**src/rtl/wb_serial_adder_slave.sv**
```systemverilog
// -----------------------------------------------------------------------------
// wb_serial_adder_slave
//
// Wishbone B4 classic slave that gives the management SoC access to a
// bit-serial adder. Two operand registers (OPA/OPB) are loaded over the bus.
// A START write copies them into shift registers, and the adder then produces
// one sum bit per clock, LSB first, for BITS clocks. When the add finishes,
// RESULT holds the sum and COUT holds the carry-out. DONE is raised and can
// drive a level interrupt.
//
// Register window (byte offsets from BASE_ADDR, 32-byte window):
//   0x00 OPA     RW
//   0x04 OPB     RW
//   0x08 CTRL    bit0 START (write-1 pulse, reads 0), bit1 CIN, bit2 IRQ_EN
//   0x0C STATUS  bit0 BUSY (RO), bit1 DONE (W1C), bit2 COUT (RO)
//   0x10 RESULT  RO, reads 0 while an add is in progress
//   0x14..0x1C   read 0, writes ignored
//
// Ports:
//   wb_clk_i   clock for all state
//   wb_rst_ni  asynchronous active-low reset
//   wbs_stb_i  Wishbone strobe
//   wbs_cyc_i  Wishbone cycle
//   wbs_we_i   1 = write, 0 = read
//   wbs_sel_i  byte enables
//   wbs_dat_i  write data
//   wbs_adr_i  byte address
//   wbs_ack_o  one-cycle transfer acknowledge, one cycle after the request
//   wbs_dat_o  read data, valid while ack is high and 0 otherwise
//   irq_o      DONE & IRQ_EN, level
//   busy_o     add in progress
// -----------------------------------------------------------------------------
module wb_serial_adder_slave #(
  parameter int          BITS      = 32,
  parameter logic [31:0] BASE_ADDR = 32'h3000_0000,
  parameter logic [31:0] ADDR_MASK = 32'hFFFF_FFE0
) (
  input  logic        wb_clk_i,
  input  logic        wb_rst_ni,
  input  logic        wbs_stb_i,
  input  logic        wbs_cyc_i,
  input  logic        wbs_we_i,
  input  logic [3:0]  wbs_sel_i,
  input  logic [31:0] wbs_dat_i,
  input  logic [31:0] wbs_adr_i,
  output logic        wbs_ack_o,
  output logic [31:0] wbs_dat_o,
  output logic        irq_o,
  output logic        busy_o
);

  localparam int CW = (BITS > 1) ? $clog2(BITS) : 1;

  typedef enum logic {
    S_IDLE = 1'b0,
    S_RUN  = 1'b1
  } state_t;

  state_t            r_state;
  logic              r_ack;
  logic [31:0]       r_dat;
  logic [BITS-1:0]   r_opa;
  logic [BITS-1:0]   r_opb;
  logic              r_cin;
  logic              r_irq_en;
  logic              r_done;
  logic              r_cout;
  logic              r_busy;
  logic [BITS-1:0]   r_res;
  logic [BITS-1:0]   r_sa;
  logic [BITS-1:0]   r_sb;
  logic              r_c;
  logic [CW-1:0]     r_cnt;

  logic              w_hit;
  logic              w_req;
  logic              w_wr;
  logic              w_rd;
  logic [2:0]        w_off;
  logic [31:0]       w_opa32;
  logic [31:0]       w_opb32;
  logic [31:0]       w_res32;
  logic [31:0]       w_opa_m;
  logic [31:0]       w_opb_m;
  logic [31:0]       w_rdata;
  logic              w_start;
  logic              w_done_clr;
  logic              w_sum;
  logic              w_cnext;
  logic              w_last;
  logic [BITS-1:0]   w_res_next;

  // Per-byte merge of write data into an existing register value.
  function automatic logic [31:0] byte_merge(input logic [31:0] old_v,
                                             input logic [31:0] new_v,
                                             input logic [3:0]  sel);
    logic [31:0] res;
    for (int i = 0; i < 4; i++) begin
      res[8*i +: 8] = sel[i] ? new_v[8*i +: 8] : old_v[8*i +: 8];
    end
    return res;
  endfunction

  assign w_hit = ((wbs_adr_i & ADDR_MASK) == BASE_ADDR);
  // A new request is only accepted while ack is low, which forces at least
  // one idle cycle between back-to-back transfers.
  assign w_req = wbs_stb_i & wbs_cyc_i & w_hit & ~r_ack;
  assign w_wr  = w_req & wbs_we_i;
  assign w_rd  = w_req & ~wbs_we_i;
  assign w_off = wbs_adr_i[4:2];

  // Zero-extend the BITS-wide registers to the 32-bit bus.
  always_comb begin
    w_opa32 = '0;
    w_opb32 = '0;
    w_res32 = '0;
    w_opa32[BITS-1:0] = r_opa;
    w_opb32[BITS-1:0] = r_opb;
    w_res32[BITS-1:0] = r_res;
  end

  assign w_opa_m = byte_merge(w_opa32, wbs_dat_i, wbs_sel_i);
  assign w_opb_m = byte_merge(w_opb32, wbs_dat_i, wbs_sel_i);

  always_comb begin
    w_rdata = '0;
    case (w_off)
      3'd0: w_rdata = w_opa32;
      3'd1: w_rdata = w_opb32;
      3'd2: w_rdata = {29'd0, r_irq_en, r_cin, 1'b0};
      3'd3: w_rdata = {29'd0, r_cout, r_done, r_busy};
      3'd4: w_rdata = r_busy ? 32'd0 : w_res32;
      default: w_rdata = '0;
    endcase
  end

  // START is honoured only from IDLE; in RUN the write is acked but dropped.
  assign w_start    = w_wr & (w_off == 3'd2) & wbs_sel_i[0] & wbs_dat_i[0] &
                      (r_state == S_IDLE);
  assign w_done_clr = w_wr & (w_off == 3'd3) & wbs_sel_i[0] & wbs_dat_i[1];

  // One full-adder bit per clock on the LSBs of the shift copies.
  assign w_sum      = r_sa[0] ^ r_sb[0] ^ r_c;
  assign w_cnext    = (r_sa[0] & r_sb[0]) | (r_c & (r_sa[0] ^ r_sb[0]));
  assign w_last     = (r_cnt == CW'(BITS - 1));
  // Sum bits enter at the MSB so that after BITS shifts the first one is bit 0.
  assign w_res_next = (r_res >> 1) | (BITS'(w_sum) << (BITS - 1));

  always_ff @(posedge wb_clk_i or negedge wb_rst_ni) begin
    if (!wb_rst_ni) begin
      r_state  <= S_IDLE;
      r_ack    <= 1'b0;
      r_dat    <= '0;
      r_opa    <= '0;
      r_opb    <= '0;
      r_cin    <= 1'b0;
      r_irq_en <= 1'b0;
      r_done   <= 1'b0;
      r_cout   <= 1'b0;
      r_busy   <= 1'b0;
      r_res    <= '0;
      r_sa     <= '0;
      r_sb     <= '0;
      r_c      <= 1'b0;
      r_cnt    <= '0;
    end else begin
      r_ack <= w_req;
      r_dat <= w_rd ? w_rdata : 32'd0;

      if (w_wr) begin
        case (w_off)
          3'd0: r_opa <= w_opa_m[BITS-1:0];
          3'd1: r_opb <= w_opb_m[BITS-1:0];
          3'd2: begin
            if (wbs_sel_i[0]) begin
              r_cin    <= wbs_dat_i[1];
              r_irq_en <= wbs_dat_i[2];
            end
          end
          default: ;
        endcase
      end

      if (w_done_clr) begin
        r_done <= 1'b0;
      end

      // The sequencer assignments come after the W1C clear, so a DONE set on
      // the same edge as a clear takes priority.
      case (r_state)
        S_IDLE: begin
          if (w_start) begin
            r_sa    <= r_opa;
            r_sb    <= r_opb;
            r_c     <= wbs_dat_i[1];
            r_res   <= '0;
            r_cout  <= 1'b0;
            r_cnt   <= '0;
            r_done  <= 1'b0;
            r_busy  <= 1'b1;
            r_state <= S_RUN;
          end
        end
        S_RUN: begin
          r_sa  <= r_sa >> 1;
          r_sb  <= r_sb >> 1;
          r_c   <= w_cnext;
          r_res <= w_res_next;
          r_cnt <= r_cnt + CW'(1);
          if (w_last) begin
            r_cout  <= w_cnext;
            r_done  <= 1'b1;
            r_busy  <= 1'b0;
            r_state <= S_IDLE;
          end
        end
        default: r_state <= S_IDLE;
      endcase
    end
  end

  assign wbs_ack_o = r_ack;
  assign wbs_dat_o = r_dat;
  assign busy_o    = r_busy;
  assign irq_o     = r_done & r_irq_en;

endmodule

```
**config.mk**
```make
export PLATFORM = sky130hd
export DESIGN_NAME = wb_serial_adder_slave
export DESIGN_NICKNAME = d
export VERILOG_FILES = /design/src/rtl/wb_serial_adder_slave.sv
export SDC_FILE = /design/constraint.sdc
export NUM_CORES = 1
export LEC_CHECK = 0
export ABC_AREA = 1
export CAP_MARGIN = 20
export CORE_AREA = 2 2 135 150
export CTS_CLUSTER_DIAMETER = 30
export DETAILED_ROUTE_END_ITERATION = 10
export DIE_AREA = 0 0 137 152
export PLACE_DENSITY = 0.72
export SETUP_SLACK_MARGIN = 0.5
export SLEW_MARGIN = 20
export SYNTH_ARGS = -nofsm -noshare
export SYNTH_HDL_FRONTEND = slang
export SYNTH_SLANG_ARGS = --single-unit
```
**constraint.sdc**
```tcl
create_clock -name wb_clk_i -period 5.3 [get_ports wb_clk_i]
set_clock_uncertainty 0.2 [all_clocks]
set_input_delay 1.06 -clock wb_clk_i [delete_from_list [all_inputs] [get_ports wb_clk_i]]
set_output_delay 1.06 -clock wb_clk_i [all_outputs]
set_load 0.005 [all_outputs]
```
==> impl_metrics.toml <==
[status]
status = "complete, no violations"

[setup_path]
worst-setup-path-type = "in2reg"
crit_slowest_cell = "buf_4"
slowest_delay_ns = 0.59
endpoint_kind = "register"
crit_required_ns = 5.55
crit_fanout = 54
worstPathArrival_ns = 3.41
cp_cell_sequence = "clkdlybuf4s50_1 > nor2_1 > and2_1 > nand2_1 > nor2_1 > nand3_1 > nor2_2 > nand3_4 > buf_4 > buf_4 > nand3_1 > nand2_1"
cp-start-kind = "input pin"

[route]
ant_nets = 0
num_vias = 8182
firstDrtPassIters = 7
drt-initial-drc-count = 704
finalWirelength_mm = 22.99
routedWlPerCell_um = 14.48
viasPerCell = 5.152
remaining_drc_errors = 0

[flow_run]
drv_cap = 0

[placement]
gp_congestion = 0.8005
place_hpwl_mm = 13.52
port_buffers = 105

[synth]
synth_top_area_share_pct = 54.06
synthMostInstantiatedCell = "nand2_1"
synth_top_flop_cell = "dfrtp_1"
ys_seq_elements = 205
synthTopCellsByArea = "dfrtp_1 54%, nand2_1 22%, nand3_1 5.9%, o21ai_1 3.4%, inv_1 2.7%"
synthTopCellsByCount = "566 x nand2_1, 205 x dfrtp_1, 111 x nand3_1"
synth_area_per_cell_um2 = 7.849
ys_types = 29
synth_area_um2 = 9489
yosys_warnings = 0
async_reset_ff_share_pct = 100.0
yosys.area.top_type = "dfrtp_1"
synth_edf_count = 0
synth_cells = 1209
syn_nets = 1285
ys_seq_area_share_pct = 54.06

[clocking]
hold_buffers = 0
cts_buffers = 41
htreeDepth = 2
insertion_delay_ns = 0.52
cts_resized = 0
cts_max_path_buffers = 3
cts_tree = "built"
clkTransAtPathRegs_ns = 0.05
cts_setup_buffers = 0
cts_sinks = 205
cts-root-buf = "clkbuf_16"

[timing]
final_hold_viol_count = 0
relSlewSlack_pct = 38.05
max_slew.worst_pin.slew_ns = 0.9292
finalSetupViolCount = 0
post-route-period-util_pct = 59.58
drv_slew = 0
rsz0062_at_grt = "no"
max_freq_ghz = 0.3167
min_period_ns = 3.158
fin_setup_tns_ns = 0

[floorplan]
start_util_pct = 48.77
ioPinCount = 108
core_um2 = 19460
die_area_um2 = 20820
num_rows = 54
die_x_um = 137
die_h_um = 152

[power_and_ir_drop]
power_mw = 4.498
power_density_nw_per_um2 = 370.5
p_leak_nw = 6.024
ir_drop_mv = 0.3025

[hold_path]
hold_class = "reg2reg"

[global_route]
antenna_found_initial = 0
grt_overflow = 0
grt_usage_pct = 22.71
grt_pass1_wl_mm = 38.77
grt_max_degree = 117
grt_pass1_vias = 7877

[layout]
syn2layout_area_growth_pct = 27.95
layout-drive-gt1-share_pct = 7.784
nNetsFinal = 1379
diodes = 0
fill_cells = 1690
[cells in the final DEF, fill, tap and decap left out]
master and n:
clkbuf_1 5, clkdlybuf4s50_1 104, o21ai_0 7, a21oi_1 11, ha_1 2, o21ai_1 64, clkbuf_8 13, nand3_2 7
inv_4 1, inv_6 1, dfrtp_1 204, clkinv_4 2, nand3_1 111, and2_1 1, clkinvlp_4 1, a31oi_1 21
nor2_2 2, nand2_1 565, clkinv_1 2, xor2_1 1, buf_4 12, a41oi_1 1, fa_1 1, buf_12 1
clkbuf_16 42, nand3_4 1, inv_2 2, nand3b_1 1, nand4_1 6, nor2_1 44, dfrtp_2 1, clkinv_16 1
o22ai_1 1, clkinv_2 6, a22oi_1 11, bufinv_16 7, nand2_2 4, inv_1 69
[worst max-delay path: cells and delay by family]
kind / cells / cell delay, ns
buf+inv: 3 / 1.55
simple gates: 9 / 0.77
[cells by family (layout without fill, tap and decap cells)]
family	after synthesis	after routing	synth area share [%]
simple gates	742	742	31.70
flops	205	205	54.06
buf+inv	142	269	6.936
compound gates	116	116	6.738
fa+ha+maj	3	3	0.4746
xor+xnor	1	1	0.09232
[flip-flops by register name, indices dropped and copies added, names as in the netlist]
signal	count
r_opa	32
r_sb	32
r_c	1
r_opb	32
r_irq_en	1
wbs_ack_o	1
r_sa	32
r_done	1
r_cnt	5
r_cout	1
busy_o	1
r_state	1
r_res	32
r_cin	1
wbs_dat_o	32
[report_power, final]
| group | internal, mW | switching (mW) |
|---|---|---|
| logic | 0.0586 | 0.0771 |
| clock network | 1.96 | 0.836 |
| registers | 1.57 | 0.0000000235 |
| total | 3.59 | 0.913 |
[metal layers]
layer | track usage (%) | vias to the layer above | part of all wire, % | routed length (um)
met5 | 0 | - | 0 | 0
met2 | 36.32 | 254 | 50 | 11450
li1 | - | 4020 | - | -
met1 | 31.70 | 3859 | 43 | 9933
met4 | 7.315 | 0 | 2.1 | 476
met3 | 3.604 | 49 | 4.9 | 1133
[worst paths after layout]
check | startpoint | end | slack, ns | cells after the start
hold / removal | r_opa[1] | r_opa[1] | 0.29 | 2
max in group asynchronous | wb_rst_ni | r_opa[13] | 3.39 | 2
min in group asynchronous | wb_rst_ni | r_opa[26] | 0.45 | 1
hold reg to reg | r_opa[1] | r_opa[1] | 0.29 | 2
setup / recovery | wbs_adr_i[9] | r_sb[20] | 2.14 | 12
setup reg to reg | r_state | r_sa[26] | 2.64 | 5
[cell type report]
cell class                 instances  area [um^2]  share of cell area [%]
sequential                       205         5131                   42.26
multi-input combinational        862         3711                   30.56
clock buffer                      59         1235                   10.17
timing repair buffer             118         1165                   9.594
tap                              252        315.3                   2.597
clock inverter                    17        299.0                   2.463
inverter                          75        285.3                   2.350
[stage by stage]
stage               cell area (um^2)  util [%]  setup WS (ns)  instances  hold WS [ns]
floorplan                       9489         -          2.925       1209        0.2534
global placement               10610     54.51          1.627       1512        0.2690
detailed placement             10610     54.51          1.628       1512        0.2766
CTS                            12140     62.40          2.156       1588        0.2892
global route                   12140     62.40          1.947       1588        0.3254
finish                         12140     62.40          2.142       1588        0.2886
No activity file was read; power rests on OpenSTA's default activity.
